### config.mk
export PLATFORM = sky130hd
export DESIGN_NAME = jtdd_share_arb
export DESIGN_NICKNAME = d
export VERILOG_FILES = /design/src/rtl/jtdd_share_arb.sv
export SDC_FILE = /design/constraint.sdc
export NUM_CORES = 1
export LEC_CHECK = 0
export BUFFER_PORTS_ARGS = -buffer_cell sky130_fd_sc_hd__buf_4
export CAP_MARGIN = 20
export CORE_MARGIN = 4
export CORE_UTILIZATION = 48
export CTS_CLUSTER_SIZE = 40
export DETAILED_ROUTE_END_ITERATION = 7
export GPL_TIMING_DRIVEN = 0
export PLACE_DENSITY_LB_ADDON = 0.3
export RECOVER_POWER = 50
export SETUP_SLACK_MARGIN = 0.02
export SLEW_MARGIN = 25
export SYNTH_ARGS = -nofsm -noshare
export SYNTH_HDL_FRONTEND = slang
export SYNTH_SLANG_ARGS = --single-unit
### constraint.sdc
create_clock -name clk -period 3 [get_ports clk]
set_input_delay 0.45 -clock clk [delete_from_list [all_inputs] [get_ports clk]]
set_output_delay 0.45 -clock clk [all_outputs]
set_load 0.01 [all_outputs]
### src/rtl/jtdd_share_arb.sv
// Shared-RAM arbiter between the main CPU and the MCU, with an MCU halt handshake.
// Optional halt timeout enabled by defining JTDD_ARB_TOUT_EN.
module jtdd_share_arb #(
  parameter int AW   = 9,
  parameter int TOUT = 255
) (
  input  logic          clk,
  input  logic          rst_n,
  input  logic          cen,
  input  logic          cpu_cs,
  input  logic          cpu_we,
  input  logic [AW-1:0] cpu_addr,
  input  logic [7:0]    cpu_din,
  input  logic          mcu_cs,
  input  logic          mcu_we,
  input  logic [AW-1:0] mcu_addr,
  input  logic [7:0]    mcu_din,
  input  logic          halt_req,
  input  logic          mcu_ba,
  output logic [AW-1:0] ram_addr,
  output logic [7:0]    ram_din,
  output logic          ram_we,
  output logic          cpu_ack,
  output logic          mcu_ack,
  output logic          mcu_halted,
  output logic          halt_err
);

  typedef enum logic [2:0] {
    IDLE      = 3'd0,
    GNT_CPU   = 3'd1,
    GNT_MCU   = 3'd2,
    HALT_WAIT = 3'd3,
    HALTED    = 3'd4
  } state_t;

  state_t state, state_nxt;
  logic   last_mcu;
  logic   halt_blk;
  logic   tout_hit;
  logic   halt_go;
  logic   enter_cpu, enter_mcu;

  // A timed-out halt request is masked until halt_req has been seen low.
  assign halt_go = halt_req & ~halt_blk;

  always_comb begin
    state_nxt = state;
    if (cen) begin
      case (state)
        IDLE: begin
          if (halt_go)
            state_nxt = HALT_WAIT;
          else if (cpu_cs && mcu_cs)
            state_nxt = last_mcu ? GNT_CPU : GNT_MCU;
          else if (cpu_cs)
            state_nxt = GNT_CPU;
          else if (mcu_cs)
            state_nxt = GNT_MCU;
        end
        GNT_CPU:   state_nxt = mcu_halted ? HALTED : IDLE;
        GNT_MCU:   state_nxt = IDLE;
        HALT_WAIT: begin
          if (!halt_req)
            state_nxt = IDLE;
          else if (mcu_ba)
            state_nxt = HALTED;
          else if (tout_hit)
            state_nxt = IDLE;
        end
        HALTED: begin
          if (!halt_req)
            state_nxt = IDLE;
          else if (cpu_cs)
            state_nxt = GNT_CPU;
        end
        default:   state_nxt = IDLE;
      endcase
    end
  end

  assign enter_cpu = cen && (state != GNT_CPU) && (state_nxt == GNT_CPU);
  assign enter_mcu = cen && (state != GNT_MCU) && (state_nxt == GNT_MCU);

  always_ff @(posedge clk or negedge rst_n) begin
    if (!rst_n) begin
      state      <= IDLE;
      last_mcu   <= 1'b0;
      ram_addr   <= '0;
      ram_din    <= 8'd0;
      ram_we     <= 1'b0;
      cpu_ack    <= 1'b0;
      mcu_ack    <= 1'b0;
      mcu_halted <= 1'b0;
    end else begin
      state   <= state_nxt;
      ram_we  <= 1'b0;
      cpu_ack <= 1'b0;
      mcu_ack <= 1'b0;
      if (enter_cpu) begin
        ram_addr <= cpu_addr;
        ram_din  <= cpu_din;
        ram_we   <= cpu_we;
      end
      if (enter_mcu) begin
        ram_addr <= mcu_addr;
        ram_din  <= mcu_din;
        ram_we   <= mcu_we;
      end
      // Ack lands in the clk where the 1-clk RAM read data is valid.
      if (cen && state == GNT_CPU) begin
        cpu_ack  <= 1'b1;
        last_mcu <= 1'b0;
      end
      if (cen && state == GNT_MCU) begin
        mcu_ack  <= 1'b1;
        last_mcu <= 1'b1;
      end
      if (cen && state == HALT_WAIT && state_nxt == HALTED)
        mcu_halted <= 1'b1;
      if (cen && state == HALTED && state_nxt == IDLE)
        mcu_halted <= 1'b0;
    end
  end

`ifdef JTDD_ARB_TOUT_EN
  localparam logic [7:0] TOUT_M1 = 8'(TOUT - 1);
  logic [7:0] tcnt;
  logic       tout_fire;

  assign tout_hit  = (tcnt == TOUT_M1);
  assign tout_fire = cen && (state == HALT_WAIT) && halt_req && !mcu_ba && tout_hit;

  always_ff @(posedge clk or negedge rst_n) begin
    if (!rst_n) begin
      tcnt     <= 8'd0;
      halt_err <= 1'b0;
      halt_blk <= 1'b0;
    end else begin
      if (!halt_req)
        halt_blk <= 1'b0;
      if (cen) begin
        if (state != HALT_WAIT && state_nxt == HALT_WAIT)
          tcnt <= 8'd0;
        else if (state == HALT_WAIT)
          tcnt <= tcnt + 8'd1;
      end
      if (tout_fire) begin
        halt_err <= 1'b1;
        halt_blk <= 1'b1;
      end
    end
  end
`else
  logic unused_tout;
  assign unused_tout = ^8'(TOUT);
  assign tout_hit    = 1'b0;
  assign halt_blk    = 1'b0;
  assign halt_err    = 1'b0;
`endif

endmodule

==> run summary, run 1 <==
Max IR drop VDD -> 0.4970 mV
Count of state elements after synthesis -> 25
Syn nets -> 157
Clock transition time at the flip-flop clock pins of the worst setup and hold paths -> 0.13 ns
Crit end category -> flip-flop
Final worst setup slack -> 0.8597 ns
Number of nets in the final layout -> 224
Worst setup slack before clock tree synthesis -> 0.8723 ns
Number of buffers between clock root and the deepest sink -> 2
TritonCTS Buffers -> 3
TritonCTS clock tree -> built
Share of layout cells above drive strength 1 -> 40.00%
Level count of the clock H-tree -> 1
Starting utilization of the core area -> 51.39%
Worst-case reg-to-reg path depth -> 5
Total number of cells along the worst setup path -> 5
Pin count of the biggest net entering global routing -> 26
Count of max-cap constraint violations -> 0
Detailed-route vias per instance -> 5.533
Number of routed nets with antenna violations -> 0
Number of enable-type register cells in the synthesized netlist -> 0
Tcrit/Tclk final -> 71.34%
Areal power density over the cells -> 735.9 nW/um2
Detailed-route wire length -> 3244 um
Cells resized by post-CTS repair -> 0
Post-synthesis area per instance -> 11.37 um2
Met1 usage in global routing -> 23.49%
Total of buffers placed on input and output ports -> 62
DP Wirelength -> 2592 um
Core outline area -> 2522 um2
Pre-Repair DR Iteration Count -> 4
Max Clk Rate -> 467.2 MHz
Data required time of the worst path -> 3.23 ns
Most heavily used metal layer in global routing -> met2
Routing usage on met2 -> 34.10%
Commonest non-fill, non-tap cells in the layout -> sky130_fd_sc_hd__buf_4 (56), sky130_fd_sc_hd__dfrtp_1 (25), sky130_fd_sc_hd__o22a_1 (17), sky130_fd_sc_hd__o21a_1 (17), sky130_fd_sc_hd__clkbuf_1 (10)
Source-to-sink clock delay at the later pin of the worst-skew pair -> 0.32 ns
Asr flop ratio synth -> 100.0%
Max-slew violation count -> 0
Maximum fanout encountered on the critical timing path -> 10
CP Launch Type -> flip-flop
GPL Wtd Cong -> 0.8374
Via count of the first global-routing pass -> 1194
Post-CTS setup buffer count -> 0
DR WL/cell -> 15.45 um
Non-filler cells, final -> 210
Lkg Pwr -> 0.7967 nW
Slowest library cell on the worst path -> sky130_fd_sc_hd__nor3b_1
Die Wd -> 59.97 um
Worst path arrival time -> 2.37 ns
Count of unique library cells instantiated by Yosys -> 36
Area enclosed by the die boundary -> 3596 um2
Cell Chain, Critical Path -> nor3b_1, nand3_1, clkbuf_1, o22a_1, o21a_1
Worst slew margin relative to its limit -> 12.89%
Die extent in y -> 59.97 um
Hold violation total from the final report -> 0
Post-Place Cells -> 206
Number of antenna violations at the first check in global routing -> 0
Setup TNS Final -> 0 ns
Most frequent standard cell in the layout excluding fill and tap cells -> sky130_fd_sc_hd__buf_4
Via total after detailed routing -> 1162
Met3 layer usage reported by global route -> 3.888%
Post-route worst hold slack -> 0.3812 ns
Delay of the slowest cell on the worst path -> 0.45 ns
Worst hold path class -> input pin to flip-flop
Global Route Usage Sum -> 19.79%
Std cell rows -> 18
Gate family responsible for the most delay along the worst path -> simple AND/OR/NAND/NOR gates
Depth of the worst hold-timing path -> 3
Area Overhead vs Synth -> 38.13%
Slew at the pin closest to its max-slew limit -> 1.307 ns
Count of antenna diodes in the layout -> 0
Ys Warns -> 0
Worst Path Class, Setup -> flip-flop to flip-flop
Sinks on the clock net -> 25
Setup repair after global routing missed its margin -> false
Root Buffer Master -> sky130_fd_sc_hd__clkbuf_4
Share of the yosys chip area belonging to registers -> 48.26%
Violation count after the first detailed-routing iteration -> 48
Final setup violating endpoints -> 0
Overall power consumption -> 0.001318 W
Instance count of the mapped netlist -> 114
Min Clock Period, post-route -> 2.140 ns
Wire length of the first global-routing pass -> 5313 um
Main synth FF type -> sky130_fd_sc_hd__dfrtp_1
Maximum clock skew at final layout -> 0.004146 ns
Post-CTS Hold Fix Bufs -> 0
Number of buffer and inverter instances along the worst setup path -> 1
Remaining design rule violation count -> 0
Status -> complete, no violations
I/O Pins -> 65
Leftover overflow at the end of global routing -> 0
Summed instance area of the synthesized netlist -> 1296 um2
cell type report:
| class | count | area, um2 |
|---|---|---|
| Tap cell | 30 | 37.54 |
| Clock inverter | 1 | 5.005 |
| Buffer | 8 | 55.05 |
| Multi-Input combinational cell | 74 | 583.1 |
| Clock buffer | 3 | 22.52 |
| Fill cell | 197 | 732.0 |
| Timing Repair Buffer | 62 | 435.4 |
| Sequential cell | 25 | 625.6 |
| Inverter | 7 | 26.28 |
final timing paths:
kind / from / end / slack [ns]
max: state[1] / ram_addr[6] / 0.86
min: cpu_we / ram_we / 0.38
max reg2reg: state[1] / ram_addr[6] / 0.86
min reg2reg: ram_din[5] / ram_din[5] / 0.50
max in group asynchronous: rst_n / ram_din[1] / 1.85
min in group asynchronous: rst_n / ram_din[7] / 0.39
state kept, by name, summed over array words and instances (netlist names):
| register | cells |
|---|---|
| ram_addr | 9 |
| ram_din | 8 |
| state | 3 |
| cpu_ack | 1 |
| last_mcu | 1 |
| mcu_ack | 1 |
| mcu_halted | 1 |
| ram_we | 1 |
layer usage:
| layer | vias to the layer above | wire [um] |
|---|---|---|
| met3 | 9 | 284 |
| met1 | 548 | 1292 |
| li1 | 562 | - |
| met4 | 0 | 79 |
| met2 | 43 | 1587 |
| met5 | - | 0 |
metrics by stage:
| stage | utilization (%) | instance area (um2) |
|---|---|---|
| final | 70.98 | 1790 |
| after CTS | 72.42 | 1827 |
| after detailed placement | 71.33 | 1799 |
| after global placement | 71.33 | 1799 |
| after floorplan | - | 1296 |
| after global routing | 70.98 | 1790 |
synthesized netlist by cell type (2+ instances only):
master,count,area [um2]
sky130_fd_sc_hd__a21oi_1,4,20.02
sky130_fd_sc_hd__a221oi_2,2,30.03
sky130_fd_sc_hd__buf_2,3,15.01
sky130_fd_sc_hd__buf_4,2,15.01
sky130_fd_sc_hd__buf_6,2,22.52
sky130_fd_sc_hd__dfrtp_1,25,625.6
sky130_fd_sc_hd__inv_1,7,26.28
sky130_fd_sc_hd__nand2_1,4,15.01
sky130_fd_sc_hd__nor2_1,4,15.01
sky130_fd_sc_hd__o21a_1,17,127.6
sky130_fd_sc_hd__o21ai_0,2,10.01
sky130_fd_sc_hd__o22a_1,17,148.9
sky130_fd_sc_hd__o22ai_1,2,12.51
power breakdown:
group | leakage [nW] | internal, W | switching [W]
clock | 0.0177 | 0.0000500 | 0.0000990
combinational | 0.489 | 0.000328 | 0.000292
sequential | 0.290 | 0.000469 | 0.0000789
total | 0.797 | 0.000848 | 0.000470
cell families (layout without fill, tap and decap cells):
kind of cell	after synthesis	count (layout)	share of synthesized area, %
simple gates	21	21	10.81
other cells	1	1	0.2893
buf+inv	15	81	6.370
compound gates	52	52	34.27
flops	25	25	48.26
worst register-to-register path, stage by stage (launching register included):
cell,delay (ns)
sky130_fd_sc_hd__dfrtp_1,0.44
sky130_fd_sc_hd__nor3b_1,0.45
sky130_fd_sc_hd__nand3_1,0.45
sky130_fd_sc_hd__clkbuf_1,0.35
sky130_fd_sc_hd__o22a_1,0.25
sky130_fd_sc_hd__o21a_1,0.11
No activity file was read; power rests on OpenSTA's default activity.
==> run 2: changes to the inputs <==
--- a/config.mk
+++ b/config.mk
@@ -8,7 +8,7 @@
 export BUFFER_PORTS_ARGS = -buffer_cell sky130_fd_sc_hd__buf_4
 export CAP_MARGIN = 20
 export CORE_MARGIN = 4
-export CORE_UTILIZATION = 48
+export CORE_UTILIZATION = 40
 export CTS_CLUSTER_SIZE = 40
 export DETAILED_ROUTE_END_ITERATION = 7
 export GPL_TIMING_DRIVEN = 0
==> constraint.sdc (replaced) <==
create_clock -name clk -period 1.75 [get_ports clk]
set_input_delay 0.2625 -clock clk [delete_from_list [all_inputs] [get_ports clk]]
set_output_delay 0.2625 -clock clk [all_outputs]
set_load 0.01 [all_outputs]
==> run 2 against run 1 <==
Compared with the run above:
- the flow now finishes with violations (setup timing)
- global-route usage fell by 3.4 points
- sequential share of layout area fell by 3.2 points
- critical path depth rose by 2
- largest cell class unchanged
- die area increased by 17%
- wire length is 4.4% higher
- power grew 85%
- worst setup slack got worse by 1.0 ns
- clock-buffer cell count unchanged
- utilization decreased by 6.7 points
- via count is 3.7% higher
- sequential power is 73% higher
==> run summary, run 2 (synthesized netlist as in run 1, its figures left out) <==
Number of buffers between clock root and the deepest sink -> 2
Source-to-sink clock delay at the later pin of the worst-skew pair -> 0.31 ns
Share of power burned in combinational logic -> 50.6%
Area enclosed by the die boundary -> 4215 um2
Worst hold path class -> input pin to flip-flop
Power share of the sequential group -> 38.9%
Die Wd -> 64.93 um
Detailed-route wire length -> 3387 um
Worst R2R Setup Slack -> -0.14 ns
I/O Pins -> 65
DP Wirelength -> 2548 um
Number of routed nets with antenna violations -> 0
Global Route Usage Sum -> 16.42%
Tcrit/Tclk final -> 108.2%
Lkg Pwr -> 0.9002 nW
TritonCTS Buffers -> 3
Leftover overflow at the end of global routing -> 0
Maximum clock skew at final layout -> 0.002628 ns
Regs by FF count -> ram_addr x9, ram_din x8, state x3
Min Clock Period, post-route -> 1.893 ns
Max Clk Rate -> 528.1 MHz
Depth of the worst hold-timing path -> 3
Std cell rows -> 20
Worst Path Class, Setup -> flip-flop to flip-flop
Share of layout cells above drive strength 1 -> 51.04%
Violation count after the first detailed-routing iteration -> 37
Post-Place Cells -> 220
Detailed-route vias per instance -> 5.106
Maximum fanout encountered on the critical timing path -> 7
Root Buffer Master -> sky130_fd_sc_hd__clkbuf_4
Level count of the clock H-tree -> 1
DR WL/cell -> 14.35 um
Non-filler cells, final -> 236
Register with the most flip-flops -> ram_addr
Overall power consumption -> 0.002436 W
Hold violation total from the final report -> 0
Area Overhead vs Synth -> 52.70%
Pre-Repair DR Iteration Count -> 4
Max-slew violation count -> 0
Via count of the first global-routing pass -> 1225
Data required time of the worst path -> 1.97 ns
Worst path arrival time -> 2.11 ns
Count of max-cap constraint violations -> 0
Count of filler cells inserted in the layout -> 260
Sw frac -> 34.60%
Largest register FFs -> 9
Violated checks -> setup timing
Pin count of the biggest net entering global routing -> 26
Wire length of the first global-routing pass -> 5526 um
Met3 layer usage reported by global route -> 4.333%
Most heavily used metal layer in global routing -> met2
Areal power density over the cells -> 1231 nW/um2
Commonest non-fill, non-tap cells in the layout -> sky130_fd_sc_hd__buf_4 (72), sky130_fd_sc_hd__dfrtp_1 (23), sky130_fd_sc_hd__o22a_1 (17), sky130_fd_sc_hd__o21a_1 (17), sky130_fd_sc_hd__inv_1 (7)
Slew at the pin closest to its max-slew limit -> 0.6043 ns
Die extent in y -> 64.93 um
Setup repair after global routing missed its margin -> true
Status -> finished, violations left
Remaining design rule violation count -> 0
Total of buffers placed on input and output ports -> 62
Reg2reg start -> state[1]
GPL Wtd Cong -> 0.8973
TritonCTS clock tree -> built
Final setup violating endpoints -> 18
Most frequent standard cell in the layout excluding fill and tap cells -> sky130_fd_sc_hd__buf_4
Starting utilization of the core area -> 42.11%
Crit end category -> flip-flop
Via total after detailed routing -> 1205
CP Launch Type -> flip-flop
Sinks on the clock net -> 25
Max IR drop VDD -> 0.6000 mV
Number of antenna violations at the first check in global routing -> 0
Power Internal -> 0.001593 W
Final worst setup slack -> -0.1434 ns
Count of antenna diodes in the layout -> 0
Worst slew margin relative to its limit -> 59.71%
Core outline area -> 3078 um2
Worst-case reg-to-reg path depth -> 7
NetSw -> 0.0008430 W
Routing usage on met2 -> 28.61%
Clock transition time at the flip-flop clock pins of the worst setup and hold paths -> 0.14 ns
Met1 usage in global routing -> 19.54%
Number of nets in the final layout -> 236
Capturing point of the worst reg2reg path -> ram_din[3]
Fraction of power consumed by the clock network -> 10.5%
End point of the worst hold path -> ram_we
Worst hold start -> cpu_we
==> run 2: cell types whose count changed in the layout (fill, tap and decap cells not counted), sizes merged <==
cell / change
buf: +19
clkbuf: -8
dlygate4sd3: +1
==> run 2: power groups by stage <==
| stage | registers, W | logic (W) | clock network, W |
|---|---|---|---|
| global route | 0.000981 | 0.00133 | 0.000293 |
| floorplan | 0.00104 | 0.000510 | 0 |
| finish | 0.000949 | 0.00123 | 0.000255 |
| CTS | 0.000948 | 0.00124 | 0.000268 |
| detailed placement | 0.000957 | 0.00112 | 0 |
| global placement | 0.000942 | 0.00110 | 0 |
==> run 2: through the flow <==
step | instance area, um2 | setup TNS [ns] | hold WS, ns | setup slack (ns) | util, %
2_1_floorplan | 1296 | -0.6950 | -0.03309 | -0.07268 | -
3_3_place_gp | 1817 | -2.799 | 0.1829 | -0.2377 | 59.02
3_5_place_dp | 1817 | -3.688 | 0.1847 | -0.2927 | 59.02
4_1_cts | 1967 | -2.356 | 0.1690 | -0.1619 | 63.90
5_1_grt | 1979 | -3.616 | 0.1827 | -0.2372 | 64.31
6_report | 1979 | -2.132 | 0.2196 | -0.1434 | 64.31
==> run 2: layout make-up <==
class	instances	area [um2]	area share [%]
Buffer	8	58.81	2.971
Clock buffer	3	22.52	1.138
Clock inverter	1	5.005	0.2528
Inverter	7	26.28	1.327
Multi-Input combinational cell	74	616.8	31.16
Sequential cell	25	628.1	31.73
Tap cell	44	55.05	2.781
Timing Repair Buffer	74	566.8	28.63
==> run 2: worst max-delay path by stage <==
stage / endpoint / slack, ns / from
after global routing: ram_din[3] / -0.24 / state[1]
after floorplan: ram_addr[0] / -0.07 / state[1]
after global placement: ram_addr[7] / -0.24 / state[2]
after CTS: ram_din[3] / -0.16 / state[1]
after detailed placement: ram_addr[1] / -0.29 / state[2]
final: ram_din[3] / -0.14 / state[1]
==> run 2: layer usage <==
metal	vias up	share of wire [%]
met5	-	0
met4	0	0.38
met3	2	7.8
met2	38	50
met1	576	41
li1	589	-
==> run 2: repair_timing <==
action | 4_1_cts | 5_1_grt
pin swaps | 3 | 8
gates resized for setup | 10 | 2
endpoints found under the setup margin | 18 | 19
hold buffers | 1 | 0
buffers inserted | 9 | 1
hold endpoints to repair | 25 | 0
cloned | 1 | 0
==> run 2: critical path: stages, from the launching register on <==
cell	delay, ns
sky130_fd_sc_hd__dfrtp_1	0.43
sky130_fd_sc_hd__buf_6	0.14
sky130_fd_sc_hd__or4b_4	0.50
sky130_fd_sc_hd__o221ai_4	0.10
sky130_fd_sc_hd__o211ai_4	0.16
sky130_fd_sc_hd__buf_6	0.17
sky130_fd_sc_hd__o22a_1	0.20
sky130_fd_sc_hd__o21a_1	0.11
